**src/rtl/rgb_pwm_ctrl.sv**
```systemverilog
// -----------------------------------------------------------------------------
// rgb_pwm_ctrl
//
// Multi-channel PWM LED controller. A shared prescaler and PWM counter define
// the PWM period. Each channel has shadow duty/mode registers written from the
// host side and active copies that reload only at the start of a PWM period,
// so a duty or mode change never produces a glitched period.
//
// Per-channel modes (wr_data[1:0] on a mode write):
//   0 OFF      level = 0
//   1 STATIC   level = duty
//   2 BLINK    level alternates duty / 0 every BLINK_PER periods (starts on)
//   3 BREATHE  level ramps 0 -> duty -> 0 one step every FADE_PER periods
//
// Ports
//   clk           system clock
//   rst           synchronous active-high reset
//   wr_en         register write strobe
//   wr_ch         target channel (writes to channels >= NCH are dropped)
//   wr_sel        0 = duty register, 1 = mode register
//   wr_data       write data (mode uses bits [1:0])
//   pwm           registered per-channel PWM outputs, active-high
//   period_start  one-cycle pulse on the first cycle of every PWM period
//
// Write handshake: a write is a single-cycle strobe with no back-pressure;
// wr_en high at a rising clk edge (with rst low) commits wr_data to the
// addressed shadow register at that edge.
// -----------------------------------------------------------------------------
module rgb_pwm_ctrl #(
   parameter int NCH       = 3,
   parameter int PWM_W     = 8,
   parameter int PRE_DIV   = 188,
   parameter int BLINK_PER = 250,
   parameter int FADE_PER  = 2
) (
   input  logic             clk,
   input  logic             rst,
   input  logic             wr_en,
   input  logic [2:0]       wr_ch,
   input  logic             wr_sel,
   input  logic [PWM_W-1:0] wr_data,
   output logic [NCH-1:0]   pwm,
   output logic             period_start
);

   localparam int PRE_W = (PRE_DIV   > 1) ? $clog2(PRE_DIV)   : 1;
   localparam int BL_W  = (BLINK_PER > 1) ? $clog2(BLINK_PER) : 1;
   localparam int FD_W  = (FADE_PER  > 1) ? $clog2(FADE_PER)  : 1;

   localparam logic [PRE_W-1:0] PRE_LAST = PRE_W'(PRE_DIV - 1);
   localparam logic [BL_W-1:0]  BL_LAST  = BL_W'(BLINK_PER - 1);
   localparam logic [FD_W-1:0]  FD_LAST  = FD_W'(FADE_PER - 1);
   localparam logic [PWM_W-1:0] CNT_MAX  = '1;
   localparam logic [PWM_W-1:0] ONE_W    = PWM_W'(1);

   typedef enum logic [1:0] {
      MODE_OFF     = 2'd0,
      MODE_STATIC  = 2'd1,
      MODE_BLINK   = 2'd2,
      MODE_BREATHE = 2'd3
   } mode_e;

   // Breathe ramp direction; UP encodes as 0 so reset leaves it UP.
   typedef enum logic {
      DIR_UP   = 1'b0,
      DIR_DOWN = 1'b1
   } dir_e;

   // ---------------------------------------------------------------------------
   // Shared timebase
   // ---------------------------------------------------------------------------
   logic [PRE_W-1:0] pre_q, pre_d;
   logic [PWM_W-1:0] cnt_q, cnt_d;
   logic             period_start_q;
   logic             step;
   logic             ps_evt;   // the edge at which the counter wraps to 0

   // ---------------------------------------------------------------------------
   // Per-channel registers
   // ---------------------------------------------------------------------------
   logic [PWM_W-1:0] sh_duty_q   [NCH];
   logic [PWM_W-1:0] sh_duty_d   [NCH];
   mode_e            sh_mode_q   [NCH];
   mode_e            sh_mode_d   [NCH];
   logic [PWM_W-1:0] act_duty_q  [NCH];
   logic [PWM_W-1:0] act_duty_d  [NCH];
   mode_e            act_mode_q  [NCH];
   mode_e            act_mode_d  [NCH];
   logic [PWM_W-1:0] ramp_q      [NCH];
   logic [PWM_W-1:0] ramp_d      [NCH];
   dir_e             dir_q       [NCH];
   dir_e             dir_d       [NCH];
   logic [BL_W-1:0]  blink_cnt_q [NCH];
   logic [BL_W-1:0]  blink_cnt_d [NCH];
   logic [FD_W-1:0]  fade_cnt_q  [NCH];
   logic [FD_W-1:0]  fade_cnt_d  [NCH];
   logic [NCH-1:0]   blink_off_q, blink_off_d;   // 0 = on phase
   logic [PWM_W-1:0] lvl         [NCH];
   logic [NCH-1:0]   pwm_q, pwm_d;
   logic             wr_hit;

   // ---------------------------------------------------------------------------
   // Timebase next-state
   // ---------------------------------------------------------------------------
   always_comb begin
      step   = (pre_q == PRE_LAST);
      pre_d  = step ? '0 : pre_q + PRE_W'(1);
      cnt_d  = step ? cnt_q + ONE_W : cnt_q;
      ps_evt = step && (cnt_q == CNT_MAX);
      wr_hit = wr_en && ({1'b0, wr_ch} < 4'(NCH));
   end

   // ---------------------------------------------------------------------------
   // Channel next-state: shadow writes, period-start reload, blink and breathe
   // ---------------------------------------------------------------------------
   always_comb begin
      blink_off_d = blink_off_q;
      for (int c = 0; c < NCH; c++) begin
         sh_duty_d[c]   = sh_duty_q[c];
         sh_mode_d[c]   = sh_mode_q[c];
         act_duty_d[c]  = act_duty_q[c];
         act_mode_d[c]  = act_mode_q[c];
         ramp_d[c]      = ramp_q[c];
         dir_d[c]       = dir_q[c];
         blink_cnt_d[c] = blink_cnt_q[c];
         fade_cnt_d[c]  = fade_cnt_q[c];

         // The shadow updates on the write edge; a write landing on the
         // period-start edge is therefore seen by the reload one period later,
         // because the reload below samples the pre-edge shadow value.
         if (wr_hit && (wr_ch == 3'(c))) begin
            if (wr_sel) sh_mode_d[c] = mode_e'(wr_data[1:0]);
            else        sh_duty_d[c] = wr_data;
         end

         if (ps_evt) begin
            act_duty_d[c] = sh_duty_q[c];
            act_mode_d[c] = sh_mode_q[c];

            if (sh_mode_q[c] != act_mode_q[c]) begin
               // Entering a new mode always starts from a clean animation.
               ramp_d[c]      = '0;
               dir_d[c]       = DIR_UP;
               blink_off_d[c] = 1'b0;
               blink_cnt_d[c] = '0;
               fade_cnt_d[c]  = '0;
            end else begin
               case (act_mode_q[c])
                  MODE_BLINK: begin
                     if (blink_cnt_q[c] == BL_LAST) begin
                        blink_cnt_d[c] = '0;
                        blink_off_d[c] = ~blink_off_q[c];
                     end else begin
                        blink_cnt_d[c] = blink_cnt_q[c] + BL_W'(1);
                     end
                  end
                  MODE_BREATHE: begin
                     if (fade_cnt_q[c] == FD_LAST) fade_cnt_d[c] = '0;
                     else                          fade_cnt_d[c] = fade_cnt_q[c] + FD_W'(1);

                     if (sh_duty_q[c] == '0) begin
                        ramp_d[c] = '0;
                        dir_d[c]  = DIR_UP;
                     end else if (ramp_q[c] > sh_duty_q[c]) begin
                        // Duty was lowered under the ramp: clamp and head down.
                        ramp_d[c] = sh_duty_q[c];
                        dir_d[c]  = DIR_DOWN;
                     end else if (fade_cnt_q[c] == FD_LAST) begin
                        // Move up while below the top (or when sitting at 0),
                        // otherwise down. Direction flips on reaching a bound.
                        if ((dir_q[c] == DIR_UP && ramp_q[c] < sh_duty_q[c]) ||
                            (ramp_q[c] == '0)) begin
                           ramp_d[c] = ramp_q[c] + ONE_W;
                           dir_d[c]  = ((ramp_q[c] + ONE_W) == sh_duty_q[c]) ? DIR_DOWN : DIR_UP;
                        end else begin
                           ramp_d[c] = ramp_q[c] - ONE_W;
                           dir_d[c]  = ((ramp_q[c] - ONE_W) == '0) ? DIR_UP : DIR_DOWN;
                        end
                     end
                  end
                  default: ;
               endcase
            end
         end
      end
   end

   // ---------------------------------------------------------------------------
   // Level selection and compare
   // ---------------------------------------------------------------------------
   always_comb begin
      pwm_d = '0;
      for (int c = 0; c < NCH; c++) begin
         lvl[c] = '0;
         case (act_mode_q[c])
            MODE_STATIC:  lvl[c] = act_duty_q[c];
            MODE_BLINK:   lvl[c] = blink_off_q[c] ? '0 : act_duty_q[c];
            MODE_BREATHE: lvl[c] = ramp_q[c];
            default:      lvl[c] = '0;
         endcase
         // The counter never exceeds CNT_MAX, so the top level is forced
         // fully on instead of leaving one low step per period.
         pwm_d[c] = (lvl[c] == CNT_MAX) || (cnt_q < lvl[c]);
      end
   end

   // ---------------------------------------------------------------------------
   // State registers
   // ---------------------------------------------------------------------------
   always_ff @(posedge clk) begin
      if (rst) begin
         pre_q          <= '0;
         cnt_q          <= '0;
         period_start_q <= 1'b0;
         pwm_q          <= '0;
         blink_off_q    <= '0;
         for (int c = 0; c < NCH; c++) begin
            sh_duty_q[c]   <= '0;
            sh_mode_q[c]   <= MODE_OFF;
            act_duty_q[c]  <= '0;
            act_mode_q[c]  <= MODE_OFF;
            ramp_q[c]      <= '0;
            dir_q[c]       <= DIR_UP;
            blink_cnt_q[c] <= '0;
            fade_cnt_q[c]  <= '0;
         end
      end else begin
         pre_q          <= pre_d;
         cnt_q          <= cnt_d;
         period_start_q <= ps_evt;
         pwm_q          <= pwm_d;
         blink_off_q    <= blink_off_d;
         for (int c = 0; c < NCH; c++) begin
            sh_duty_q[c]   <= sh_duty_d[c];
            sh_mode_q[c]   <= sh_mode_d[c];
            act_duty_q[c]  <= act_duty_d[c];
            act_mode_q[c]  <= act_mode_d[c];
            ramp_q[c]      <= ramp_d[c];
            dir_q[c]       <= dir_d[c];
            blink_cnt_q[c] <= blink_cnt_d[c];
            fade_cnt_q[c]  <= fade_cnt_d[c];
         end
      end
   end

   assign pwm          = pwm_q;
   assign period_start = period_start_q;

endmodule

```
**config.mk**
```make
export PLATFORM = sky130hd
export DESIGN_NAME = rgb_pwm_ctrl
export DESIGN_NICKNAME = d
export VERILOG_FILES = /design/src/rtl/rgb_pwm_ctrl.sv
export SDC_FILE = /design/constraint.sdc
export NUM_CORES = 1
export LEC_CHECK = 0
export ABC_AREA = 1
export BUFFER_PORTS_ARGS = -buffer_cell sky130_fd_sc_hd__buf_2
export CAP_MARGIN = 30
export CORE_UTILIZATION = 25
export DETAILED_ROUTE_END_ITERATION = 16
export HOLD_SLACK_MARGIN = 0.06
export PLACE_DENSITY = 0.43
export SLEW_MARGIN = 10
export SYNTH_ARGS = -nofsm -noshare
export SYNTH_HDL_FRONTEND = slang
export SYNTH_SLANG_ARGS = --single-unit
```
**constraint.sdc**
```tcl
create_clock -name clk -period 2.3 [get_ports clk]
set_clock_uncertainty 0.05 [all_clocks]
set_input_delay 0.23 -clock clk [delete_from_list [all_inputs] [get_ports clk]]
set_output_delay 0.23 -clock clk [all_outputs]
set_load 0.1 [all_outputs]
```
== Word-level counts from Yosys, hierarchy flattened ==
Memories as Yosys holds them, arrays and structs flattened.
Cells that the tools add are included.

* Add/sub/neg operators: 14
* Multiply operators: 0
* Div/mod/pow operators: 0
* Magnitude comparators: 10
* Eq/ne operators: 25
* Shift operators: 0
* Mux-type cells: 132
* Bitwise operators: 30
* Reductions and logical operators: 34

{| class="wikitable"
|+ Operators with widths
! kind !! count
|-
| 2-to-1 mux 8 bit || 57
|-
| zero test 8 bit || 9
|-
| one-hot mux 8 bit (3 select lines) || 3
|-
| adder 8 x 1 -> 8 bit, second input constant || 8
|-
| == test 8 bit, second input constant || 8
|-
| 2-to-1 mux 1 bit || 57
|-
| < comparator 8 bit || 6
|-
| 2-to-1 mux 2 bit || 15
|-
| == test 8 bit || 3
|-
| > comparator 8 bit || 3
|-
| bitwise OR 1 bit || 24
|-
| subtractor 8 x 1 -> 8 bit, second input constant || 3
|-
| == test 2 bit, second input constant || 6
|-
| nonzero test 2 bit || 6
|-
| AND reduction 3 bit || 3
|-
| logical AND 1 bit || 8
|-
| == test 2 x 1 -> 1 bit, second input constant || 3
|-
| logical OR 1 bit || 6
|-
| inequality test 2 bit || 3
|-
| inverter 1 bit || 6
|-
| adder 1 bit, second input constant || 3
|-
| == test 3 x 1 -> 1 bit, second input constant || 1
|-
| == test 3 x 2 -> 1 bit, second input constant || 1
|-
| zero test 3 bit || 1
|-
| other kinds (2) || 2
|}

* Flip-flop bits (word level): 23
* Latch bits: 0
* RAM bits: 114
* Bits in read-only memories: 0
* Input bits: 15
* Output and inout bits: 4
* Word-level logic and storage cells: 260
* Memories: 8

{| class="wikitable"
|+ Memory list
! memory !! words !! width !! rd ports !! clocked after Yosys merged registers in !! write ports !! RTL line !! RTL
|-
| act_duty_q || 3 || 8 || 3 || 0 || 3 || 85 || <nowiki>logic [PWM_W-1:0] act_duty_q [NCH];</nowiki>
|-
| blink_cnt_q || 3 || 8 || 3 || 0 || 3 || 93 || <nowiki>logic [BL_W-1:0] blink_cnt_q [NCH];</nowiki>
|-
| ramp_q || 3 || 8 || 3 || 0 || 3 || 89 || <nowiki>logic [PWM_W-1:0] ramp_q [NCH];</nowiki>
|-
| sh_duty_q || 3 || 8 || 3 || 0 || 3 || 81 || <nowiki>logic [PWM_W-1:0] sh_duty_q [NCH];</nowiki>
|-
| act_mode_q || 3 || 2 || 3 || 0 || 3 || 87 || <nowiki>mode_e act_mode_q [NCH];</nowiki>
|-
| sh_mode_q || 3 || 2 || 3 || 0 || 3 || 83 || <nowiki>mode_e sh_mode_q [NCH];</nowiki>
|-
| +2 memories || -- || -- || -- || -- || -- || -- ||
|}

== Depth between registers and ports, before layout ==
Gate-level depths: netlist of run 1.

* Word-level depth: 11
* Gate-level depth with buffers: 16
* Mapped depth without buffers: 16

== Worst setup path after synthesis of run 1 ==
No wires, ideal clock.

* Kind: reg2reg
* From: memory sh_duty_q[0][7]
* To: memory ramp_q[0][5]
* Library setup time: 0.132 ns
* Arrival: 1.789 ns
* Data required time: 2.118 ns
* Slack: 0.329 ns
* Cell stages (with the launch flop): 11
* Buffers on the path: 1
* Period minus slack after synthesis: 1.971 ns
* Cell sequence: dfxtp_1 -> inv_1 -> ha_1 -> a21o_1 -> nor2_1 -> nand2_1 -> nand2_1 -> clkbuf_1 -> o21ai_0 -> o21ai_1 -> a21oi_1

{| class="wikitable"
|+ RTL lines
! item !! RTL line
|-
| start, declared || 81
|-
| end, declared || 89
|}

==> impl_results.rst, run 1 <==
.. list-table::
   :header-rows: 1

   * - Metric
     - Value
   * - Total number of cells along the worst setup path
     - 11
   * - Worst Hold Path EP
     - sh_mode_q[0][5]
   * - Core footprint
     - ~0.035 mm2
   * - Clock-pin slew reported for the worst setup and hold paths after clock tree synthesis
     - roughly 70 ps
   * - M2 GR Usage
     - 26.83%
   * - Number of fill cells
     - just under 4000
   * - Unique masters post-synth
     - 42
   * - Synthesized area per cell
     - between 6 and 7 um2
   * - Y dimension of the die
     - 191.6 um
   * - Proportion of synthesized chip area in sequential cells
     - a little under a third
   * - Critical path startpoint category
     - flip-flop
   * - Worst slack at placement
     - -92.66 ps
   * - Share of the clock period used by the worst path
     - 92.82%
   * - Most congested layer reported by global routing
     - met2
   * - Critical path cell sequence
     - inv_1, ha_1, nand2_1, nor2_1, nand2_1, nand2_1, nand2_1, nand2_1, nand2_1, nand2_1, a21oi_1
   * - Critical path's slowest cell
     - dfxtp_1
   * - Top Ports
     - 19
   * - DRC violation count after routing
     - 0
   * - Final Hold Violating Endpoints
     - 0
   * - Count of synthesis-stage warnings from yosys
     - 0
   * - Num Clock Sinks
     - 137
   * - Worst EP arrival
     - roughly 2400 ps
   * - Delay contributed by the slowest stage of the critical path
     - between 400 and 500 ps
   * - Class of the most critical hold timing path
     - in -> reg
   * - Most used flip-flop cell after synthesis
     - dfxtp_1
   * - Start-to-end type of the worst setup path
     - reg -> reg
   * - Highest net fanout along the worst path
     - 9
   * - Layout Nets
     - around 1600
   * - Die width
     - approximately 190 um
   * - Vias
     - 9197
   * - Max capacitance violation total
     - 0
   * - First-pass GRT wire length
     - 46890 um
   * - Placement Rows
     - 69
   * - Antenna Cells
     - 0
   * - Remaining max-slew budget at the tightest pin
     - between 50% and 60%
   * - WP data required
     - approximately 2500 ps
   * - Slew of the pin with the lowest slew margin
     - ~670 ps
   * - Setup ws final
     - ~170 ps
   * - Number of synthesized flops with an enable pin
     - 0
   * - Largest vdd supply drop
     - between 0.4 and 0.5 mV
   * - Final core utilization
     - about 31%
   * - Hold buffers post-CTS
     - 0
   * - Number of CTS-inserted buffers
     - 17
   * - Clock Tree Root
     - clkbuf_16
   * - Setup repair after global routing missed its margin
     - true
   * - Cells on worst reg2reg path
     - 11
   * - Number of buffers between clock root and the deepest sink
     - 2
   * - Routed len/inst
     - ~15 um
   * - H-tree depth
     - 4
   * - Endpoint of the worst-slack reg-to-reg timing path
     - ramp_q[0][12]
   * - Starting density of the core
     - between 20% and 30%
   * - FF+latch count, synth
     - around 140
   * - Start point of the worst min-delay path
     - wr_sel
   * - Via density per instance
     - ~4.6
   * - Instance count of the mapped netlist
     - 1409
   * - Most frequent cell on the critical path
     - nand2_1
   * - Global Route Usage Sum
     - around 16%
   * - Area growth from synthesis to layout
     - 21.99%
   * - Maximum number of pins on one net before global-route repair
     - between 40 and 50
   * - Met1 track demand over resource
     - approximately 23%
   * - First-pass DRT Iterations
     - 6
   * - Via count of the first global-routing pass
     - roughly 8900
   * - Routed wire length
     - 28840 um
   * - GP Congestion
     - 0.8610
   * - Number of nets in the synthesized netlist
     - around 1500
   * - # setup viols final
     - 0
   * - Buffers plus inverters on the worst setup path
     - 1
   * - Total half-perimeter wirelength after legalization and detailed placement
     - roughly 23000 um
   * - Clock tree from TritonCTS
     - done
   * - Fmax
     - around 470 MHz
   * - Die footprint
     - roughly 0.037 mm2
   * - Static Leakage
     - 4.755 nW
   * - Clock latency of the later-clocked register in the worst-skew pair
     - between 400 and 500 ps
   * - Number of design-rule violations left by the first detailed-router iteration
     - 509
   * - Post-synthesis async set-or-reset flop share
     - 0%
   * - Worst R2R Setup Slack
     - roughly 170 ps
   * - Number of port buffers
     - 18
   * - Power Dens Cells
     - just over 500 mW/mm2
   * - Fraction of layout instances using a drive strength above 1
     - 12.74%
   * - Initial antenna violation count
     - 1
   * - Total gr overflow
     - 0
   * - Met3 track demand over resource
     - between 2 and 2.5%
   * - Antenna-violating nets left
     - 0
   * - Hold Path Stages
     - 3
   * - Result of the run
     - complete, no violations
   * - Startpoint of the most critical register-to-register path
     - sh_duty_q[0][14]
   * - Synth Cell Area
     - 0.008982 mm2
   * - Family with the most delay on the worst path
     - simple AND/OR/NAND/NOR gates
   * - Clock period minus worst slack
     - 2135 ps
   * - Critical path endpoint category
     - flip-flop
   * - Count of final max-slew check failures
     - 0
[state kept, by name, summed over array words and instances, names as in the netlist]
signal and cells:
dir_q 3, act_mode_q 6, blink_cnt_q 24, cnt_q 8, pre_q 8, ramp_q 24
act_duty_q 24, sh_mode_q 6, sh_duty_q 24, fade_cnt_q 3, blink_off_q 3, pwm 3
period_start 1
[worst max-delay path by stage]
stage | from | end | slack (ps)
finish | sh_duty_q[0][14] | ramp_q[0][12] | 170
global route | sh_duty_q[0][14] | ramp_q[0][13] | -20
CTS | sh_duty_q[0][23] | ramp_q[0][19] | 7
detailed placement | sh_duty_q[0][23] | ramp_q[0][19] | -90
global placement | sh_duty_q[0][23] | ramp_q[0][19] | -70
floorplan | sh_duty_q[0][7] | ramp_q[0][5] | 330
[final cells by class]
type / count / area [um2] / area share [%]
Tap cell: 461 / 576.8 / 5.264
Clock buffer: 18 / 439.2 / 4.008
Sequential cell: 137 / 2746 / 25.06
Inverter: 195 / 732.0 / 6.680
Multi-Input combinational cell: 1042 / 5438 / 49.62
Timing Repair Buffer: 117 / 890.9 / 8.130
Clock inverter: 14 / 135.1 / 1.233
[logic make-up after synthesis]
group | count (synthesis) | synth area share (%)
AOI/OAI and AO/OA | 285 | 16.90
xor gates and xnor gates | 19 | 1.853
adders and majority gates | 65 | 9.054
buffers and inverters | 230 | 9.764
DFF | 137 | 30.53
and+or+nand+nor | 673 | 31.90
[worst reg2reg max path, stage by stage, from the launching register on]
cell,delay [ps]
dfxtp_1,430
inv_1,120
ha_1,290
nand2_1,60
nor2_1,180
nand2_1,110
nand2_1,80
nand2_1,70
nand2_1,110
nand2_1,280
nand2_1,160
a21oi_1,70
[synthesized netlist by cell type, types with 16 or more instances]
master	n	area (um2)
nor2_1	180	675.7
ha_1	65	813.3
nand4_1	24	150.1
nand3_1	95	475.5
o21ai_0	101	505.5
a21oi_1	129	645.6
o22ai_1	16	100.1
nor3_1	18	90.09
inv_1	185	694.4
nand2_1	327	1227
clkbuf_1	26	97.59
dfxtp_1	137	2743
[cell usage in the layout (no fill, tap or decap), types with 24 or more instances in the layout]
master	synthesis	routed
dfxtp_1	137	134
nor2_1	180	176
buf_4	0	95
nand2_1	327	320
nand4_1	24	24
o21ai_0	101	98
nand3_1	95	93
a21oi_1	129	129
ha_1	65	65
inv_1	185	183
[layer usage]
layer  share of wire (%)  vias up
met2                  45      175
met5                   0        -
li1                    -     4796
met3                 3.9       19
met1                  50     4207
met4                0.96        0
[per-stage QoR]
| step | setup TNS (ps) | cell area (um2) | cells | power (mW) | hold WS, ps |
|---|---|---|---|---|---|
| finish | 0 | 10960 | 1984 | 5.595 | 111.6 |
| floorplan | 0 | 8982 | 1409 | 2.693 | 344.4 |
| detailed placement | -297.7 | 10280 | 1951 | 2.875 | 393.6 |
| global placement | -290.8 | 10260 | 1950 | 2.871 | 389.2 |
| global route | -33.33 | 10960 | 1984 | 5.851 | 107.1 |
| CTS | 0 | 10870 | 1983 | 5.668 | 85.52 |
[what timing repair did]
| item | in CTS | in global routing |
|---|---|---|
| pin swaps | 0 | 1 |
| setup buffers | 0 | 1 |
| setup endpoints to repair | 7 | 43 |
| resized for setup | 4 | 23 |
[report_power, final]
group	total [mW]	internal [mW]	leakage [nW]	switching (mW)
Combinational	0.430	0.146	3.37	0.284
Clock	2.76	1.54	0.276	1.22
Sequential	2.40	2.39	1.11	0.0137
Total	5.59	4.07	4.75	1.52
Note: power is estimated with default switching activity, not from simulation.
==> run 2: changes to the inputs <==
--- a/config.mk
+++ b/config.mk
@@ -8,10 +8,12 @@
 export ABC_AREA = 1
 export BUFFER_PORTS_ARGS = -buffer_cell sky130_fd_sc_hd__buf_2
 export CAP_MARGIN = 30
+export CELL_PAD_IN_SITES_DETAIL_PLACEMENT = 1
+export CELL_PAD_IN_SITES_GLOBAL_PLACEMENT = 1
 export CORE_UTILIZATION = 25
 export DETAILED_ROUTE_END_ITERATION = 16
 export HOLD_SLACK_MARGIN = 0.06
-export PLACE_DENSITY = 0.43
+export PLACE_DENSITY = 0.54
 export SLEW_MARGIN = 10
 export SYNTH_ARGS = -nofsm -noshare
 export SYNTH_HDL_FRONTEND = slang
==> run 2 against run 1 <==
  * Sequential power about the same
  * Non-clock buffer count up 11
  * Critical path depth unchanged
  * Largest power group unchanged
==> impl_results.rst, run 2 (synthesized netlist as in run 1, its figures left out) <==
.. list-table::
   :header-rows: 1

   * - Metric
     - Value
   * - Initial antenna violation count
     - 0
   * - First-pass GRT wire length
     - roughly 50000 um
   * - Clock period minus worst slack
     - about 2200 ps
   * - Critical path startpoint category
     - flip-flop
   * - Delay contributed by the slowest stage of the critical path
     - about 340 ps
   * - Routed wire length
     - approximately 32000 um
   * - Remaining max-slew budget at the tightest pin
     - 66.47%
   * - Die width
     - roughly 190 um
   * - Cell Area, Placed
     - 0.01035 mm2
   * - End point of the critical path
     - ramp_q[0][4]
   * - Start-to-end type of the worst setup path
     - reg -> reg
   * - Worst EP arrival
     - about 2400 ps
   * - Antenna Cells
     - 0
   * - Core footprint
     - about 0.035 mm2
   * - Via count of the first global-routing pass
     - 9674
   * - Y dimension of the die
     - 191.6 um
   * - Clock-pin slew reported for the worst setup and hold paths after clock tree synthesis
     - approximately 60 ps
   * - DRC violation count after routing
     - 0
   * - Fraction of layout instances using a drive strength above 1
     - 14.15%
   * - Total half-perimeter wirelength after legalization and detailed placement
     - roughly 25000 um
   * - Total power after layout
     - 5.748 mW
   * - Result of the run
     - complete, no violations
   * - Number of buffers between clock root and the deepest sink
     - 2
   * - GP Congestion
     - around 0.83
   * - Final Hold Violating Endpoints
     - 0
   * - Hold Path Stages
     - 3
   * - Via density per instance
     - 4.743
   * - Startpoint of the most critical register-to-register path
     - sh_duty_q[0][6]
   * - Share of the clock period used by the worst path
     - 94.17%
   * - Starting density of the core
     - about 25%
   * - Commonest cells after routing, fill and taps aside
     - 315 x nand2_1, 183 x inv_1, 174 x nor2_1, 134 x dfxtp_1, 129 x a21oi_1
   * - Clock Tree Root
     - clkbuf_16
   * - Placement Rows
     - 69
   * - Num Clock Sinks
     - between 100 and 150
   * - Total gr overflow
     - 0
   * - Final core utilization
     - around 31%
   * - Critical path endpoint category
     - flip-flop
   * - Most frequent cell on the critical path
     - nand2_2
   * - Critical path's slowest cell
     - dfxtp_1
   * - Class of the most critical hold timing path
     - in -> reg
   * - Static Leakage
     - 4.821 nW
   * - Routed len/inst
     - between 15 and 20 um
   * - # setup viols final
     - 0
   * - Max capacitance violation total
     - 0
   * - Leading cell type in the layout, fill and taps excluded
     - nand2_1
   * - Post-route cell area
     - about 0.011 mm2
   * - Global Route Usage Sum
     - a little under a fifth
   * - Highest net fanout along the worst path
     - 4
   * - WP data required
     - around 2600 ps
   * - Critical path cell sequence
     - inv_1, ha_1, nand2_1, nor2_2, nand4_1, nand2_2, nand2_2, nand3_2, clkinv_1, nand3_1, a21oi_1
   * - Area growth from synthesis to layout
     - 23.51%
   * - Clock tree from TritonCTS
     - done
   * - Top Ports
     - 19
   * - Clock latency of the later-clocked register in the worst-skew pair
     - about 440 ps
   * - Number of design-rule violations left by the first detailed-router iteration
     - roughly 420
   * - Endpoint of the worst-slack reg-to-reg timing path
     - ramp_q[0][4]
   * - Slew of the pin with the lowest slew margin
     - about 500 ps
   * - Worst R2R Setup Slack
     - around 130 ps
   * - Number of fill cells
     - between 4000 and 5000
   * - Antenna-violating nets left
     - 0
   * - First-pass DRT Iterations
     - 4
   * - Number of port buffers
     - 18
   * - Power Dens Cells
     - 518.1 mW/mm2
   * - Number of CTS-inserted buffers
     - 17
   * - H-tree depth
     - 4
   * - Layout Nets
     - 1601
   * - Fmax
     - roughly 460 MHz
   * - Maximum number of pins on one net before global-route repair
     - 38
   * - Largest vdd supply drop
     - just over 0.5 mV
   * - Vias
     - ~9500
   * - Cells on worst reg2reg path
     - 11
   * - Count of final max-slew check failures
     - 0
   * - Die footprint
     - 0.03669 mm2
   * - Startpoint of the most critical setup path
     - sh_duty_q[0][6]
-- run 2: changes by cell type in the layout (fill, tap and decap cells not counted), sizes merged --
cell,previous run,this run
inv,197,192
clkinvlp,3,2
bufinv,1,3
clkbuf,18,20
clkinv,8,10
buf,117,128
-- run 2: area by class of cell --
class / instances / area, um2 / area share, %
clock buffers: 20 / 456.7 / 4.116
clock inverters: 12 / 147.6 / 1.331
inverters: 195 / 732.0 / 6.597
multi-input cells: 1042 / 5487 / 49.45
flip-flops and latches: 137 / 2746 / 24.75
well taps: 461 / 576.8 / 5.199
repair buffers: 128 / 948.4 / 8.549
-- run 2: worst min-delay path by stage --
| stage | start | endpoint | slack (ps) |
|---|---|---|---|
| finish | wr_data[1] | sh_mode_q[0][3] | 110 |
| global route | wr_data[0] | sh_mode_q[0][4] | 100 |
| CTS | wr_data[1] | sh_mode_q[0][3] | 90 |
| detailed placement | act_duty_q[0][19] | act_duty_q[0][19] | 400 |
| global placement | act_duty_q[0][0] | act_duty_q[0][0] | 390 |
| floorplan | wr_data[0] | sh_mode_q[0][4] | 340 |
-- run 2: critical path, delay by kind of cell (launching register included) --
| kind | cells | cell delay [ps] |
|---|---|---|
| compound gates | 1 | 70 |
| fa+ha+maj | 1 | 280 |
| buf+inv | 2 | 270 |
| flops | 1 | 340 |
| simple gates | 7 | 1020 |
-- run 2: what timing repair did --
action                     4_1_cts  5_1_grt
pin swaps                        0        4
setup endpoints to repair        3       38
setup buffers                    0        1
gates cloned                     0        0
resized for setup                2       36
hold buffers                     0        0
-- run 2: report_power, final --
part / total, mW / leakage, nW / switching [mW] / internal, mW
Sequential: 2.40 / 1.11 / 0.0111 / 2.39
Combinational: 0.439 / 3.42 / 0.294 / 0.145
Clock: 2.91 / 0.296 / 1.15 / 1.76
-- run 2: layer usage --
| layer | share of wire, % | routed length (um) | up-vias | track usage, % |
|---|---|---|---|---|
| met2 | 47 | 15010 | 85 | 30.92 |
| met4 | 1.5 | 479 | 0 | 5.098 |
| met3 | 2.4 | 757 | 30 | 2.368 |
| met5 | 0 | 0 | - | 0 |
| met1 | 49 | 15560 | 4522 | 23.55 |
| li1 | - | - | 4826 | - |
-- run 2: stage by stage --
step	std cells	hold slack, ps	setup WS, ps	TNS, ps
floorplan	1409	344.4	328.9	0
global placement	1962	390.9	17.95	0
detailed placement	1962	400.6	2.743	0
CTS	1994	87.30	22.03	0
global route	1995	102.5	-21.50	-25.99
finish	1995	109.0	134.2	0
==> run 3: changes to the inputs <==
--- a/config.mk
+++ b/config.mk
@@ -13,7 +13,7 @@
 export CORE_UTILIZATION = 25
 export DETAILED_ROUTE_END_ITERATION = 16
 export HOLD_SLACK_MARGIN = 0.06
-export PLACE_DENSITY = 0.54
+export PLACE_DENSITY_LB_ADDON = 0.1
 export SLEW_MARGIN = 10
 export SYNTH_ARGS = -nofsm -noshare
 export SYNTH_HDL_FRONTEND = slang
==> run 3 against run 2 <==
  * Worst hold slack better by 24 ps
  * Sequential cell count unchanged
  * Global-route usage up 1.0 points
  * Clock-buffer cell count down 2
  * Sequential share of layout area down 0.13 points
  * Cell count up 0.60%
  * Die area unchanged
  * Largest power group unchanged
  * Highest routed layer unchanged
==> impl_results.rst, run 3 (synthesized netlist as in run 1, its figures left out) <==
.. list-table::
   :header-rows: 1

   * - Metric
     - Value
   * - Max capacitance violation total
     - 0
   * - Cell Area, Placed
     - roughly 0.010 mm2
   * - Slew of the pin with the lowest slew margin
     - between 600 and 700 ps
   * - Total gr overflow
     - 0
   * - Count of final max-slew check failures
     - 0
   * - Critical path's slowest cell
     - dfxtp_2
   * - First-pass DRT Iterations
     - 5
   * - Top Ports
     - 19
   * - Clock-pin slew reported for the worst setup and hold paths after clock tree synthesis
     - 70 ps
   * - Number of port buffers
     - 18
   * - Final core utilization
     - roughly a third
   * - Start-to-end type of the worst setup path
     - reg -> reg
   * - Total half-perimeter wirelength after legalization and detailed placement
     - around 27000 um
   * - Y dimension of the die
     - about 190 um
   * - Num Clock Sinks
     - between 100 and 150
   * - Clock latency of the later-clocked register in the worst-skew pair
     - approximately 430 ps
   * - Power Dens Cells
     - 509.1 mW/mm2
   * - Critical path startpoint category
     - flip-flop
   * - Number of buffers between clock root and the deepest sink
     - 2
   * - H-tree depth
     - 4
   * - # setup viols final
     - 0
   * - Area growth from synthesis to layout
     - 24.32%
   * - Core footprint
     - 0.03548 mm2
   * - Clock tree from TritonCTS
     - done
   * - Share of the clock period used by the worst path
     - 94.52%
   * - Commonest cells after routing, fill and taps aside
     - 320 x nand2_1, 184 x inv_1, 172 x nor2_1, 131 x dfxtp_1, 129 x a21oi_1
   * - Final standard cell count with taps included and fillers excluded
     - around 2000
   * - Largest vdd supply drop
     - between 0.4 and 0.5 mV
   * - Startpoint of the most critical register-to-register path
     - sh_duty_q[0][23]
   * - Clock Tree Root
     - clkbuf_16
   * - Die footprint
     - 0.03669 mm2
   * - Critical path cell sequence
     - inv_1, ha_1, a21o_1, nor2_1, nand2_1, nand2_1, buf_4, nand2_1, nor2_1, nand2_1, nand2_1, a21oi_1
   * - Starting density of the core
     - 25.31%
   * - Fmax
     - 460.0 MHz
   * - Leading cell type in the layout, fill and taps excluded
     - nand2_1
   * - Routed wire length
     - between 30000 and 40000 um
   * - Logic pwr share
     - roughly 8.0%
   * - Fraction of layout instances using a drive strength above 1
     - 14.68%
   * - Cell Count Post-Placement
     - slightly below 2000
   * - Fin Hold WS
     - approximately 130 ps
   * - Antenna-violating nets left
     - 0
   * - Clock group share of total power
     - 49.9%
   * - Via density per instance
     - ~4.7
   * - Vias
     - around 9400
   * - WP data required
     - between 2000 and 3000 ps
   * - Net switching power figure
     - 1.514 mW
   * - Maximum number of pins on one net before global-route repair
     - 25
   * - Global Route Usage Sum
     - 19.12%
   * - Static Leakage
     - slightly below 5 nW
   * - Summed negative setup slack over all endpoints
     - 0 ps
   * - Number of design-rule violations left by the first detailed-router iteration
     - around 340
   * - Highest net fanout along the worst path
     - 15
   * - DRC violation count after routing
     - 0
   * - Layout Nets
     - between 1500 and 2000
   * - Start point of the worst min-delay path
     - wr_data[1]
   * - Routed len/inst
     - 16.60 um
   * - Final Hold Violating Endpoints
     - 0
   * - Class of the most critical hold timing path
     - in -> reg
   * - Setup repair after global routing missed its margin
     - true
   * - Delay contributed by the slowest stage of the critical path
     - between 300 and 400 ps
   * - Result of the run
     - complete, no violations
   * - Worst R2R Setup Slack
     - roughly 130 ps
   * - Internal Pwr Total
     - 4.171 mW
   * - Die width
     - 191.6 um
   * - Remaining max-slew budget at the tightest pin
     - ~55%
   * - Number of CTS-inserted buffers
     - 17
   * - Critical path endpoint category
     - flip-flop
   * - Clock period minus worst slack
     - about 2200 ps
   * - Initial antenna violation count
     - 1
   * - Placement Rows
     - 69
   * - Switching fraction of total power
     - about a quarter
   * - Post-route cell area
     - between 0.01 and 0.015 mm2
   * - Via count of the first global-routing pass
     - 9918
   * - Most frequent cell on the critical path
     - nand2_1
   * - First-pass GRT wire length
     - 53830 um
   * - GP Congestion
     - 0.8134
   * - Startpoint of the most critical setup path
     - sh_duty_q[0][23]
   * - Worst EP arrival
     - 2440 ps
   * - Sequential Power Share
     - around 42%
   * - Antenna Cells
     - 0
==> run 3: cell types whose count changed in the layout (fill, tap and decap cells not counted), moves of 3 or more <==
| cell | previous run | this run |
|---|---|---|
| buf_4 | 106 | 119 |
| clkinv_4 | 1 | 5 |
| dfxtp_1 | 134 | 131 |
| dfxtp_2 | 3 | 6 |
| nand2_1 | 315 | 320 |
| nand2_2 | 13 | 8 |
==> run 3: routing by layer <==
layer | global-route usage (%) | vias to the layer above | routed length (um)
li1 | - | 4845 | -
met3 | 2.644 | 24 | 541
met5 | 0 | - | 0
met1 | 24.54 | 4501 | 16130
met4 | 4.609 | 0 | 386
met2 | 33.44 | 65 | 16270
==> run 3: path summary, 6_finish.rpt <==
check	to	cells past startpoint
worst max register to register	dir_q[0][2]	12
worst min register to register	blink_cnt_q[0][22]	2
worst max-delay path	dir_q[0][2]	12
worst min-delay path	sh_mode_q[0][5]	3
==> run 3: power groups by stage <==
stage,Clock [mW],Combinational [mW],Sequential (mW)
after CTS,2.93,0.445,2.40
after floorplan,0,0.241,2.45
after global placement,0,0.439,2.45
after detailed placement,0,0.441,2.45
after global routing,3.03,0.507,2.40
final,2.83,0.452,2.40
==> run 3: final cells by class <==
cell class | count | area, um2
multi-input combinational | 1042 | 5487
clock buffer | 18 | 439.2
timing repair buffer | 140 | 1033
tap | 461 | 576.8
clock inverter | 14 | 148.9
fill | 4529 | 24320
sequential | 137 | 2750
inverter | 195 | 732.0
==> run 3: through the flow <==
stage	setup slack, ps	power [mW]
after global routing	-64.86	5.939
after detailed placement	-96.45	2.892
final	126.0	5.685
after floorplan	328.9	2.693
after global placement	-84.87	2.890
after CTS	7.628	5.773
==> run 3: what timing repair did <==
action,CTS,global route
hold buffers,1,0
endpoints found under the hold margin,1,0
pin swaps,0,2
buffers inserted,0,4
gates resized for setup,3,39
setup endpoints to repair,4,40
==> run 3: worst max-delay path, delay by kind of cell, from the launching register on <==
| family | cells | cell delay (ps) |
|---|---|---|
| and+or+nand+nor | 7 | 780 |
| buffers and inverters | 2 | 290 |
| DFF | 1 | 380 |
| adders and majority gates | 1 | 310 |
| AOI/OAI and AO/OA | 2 | 220 |
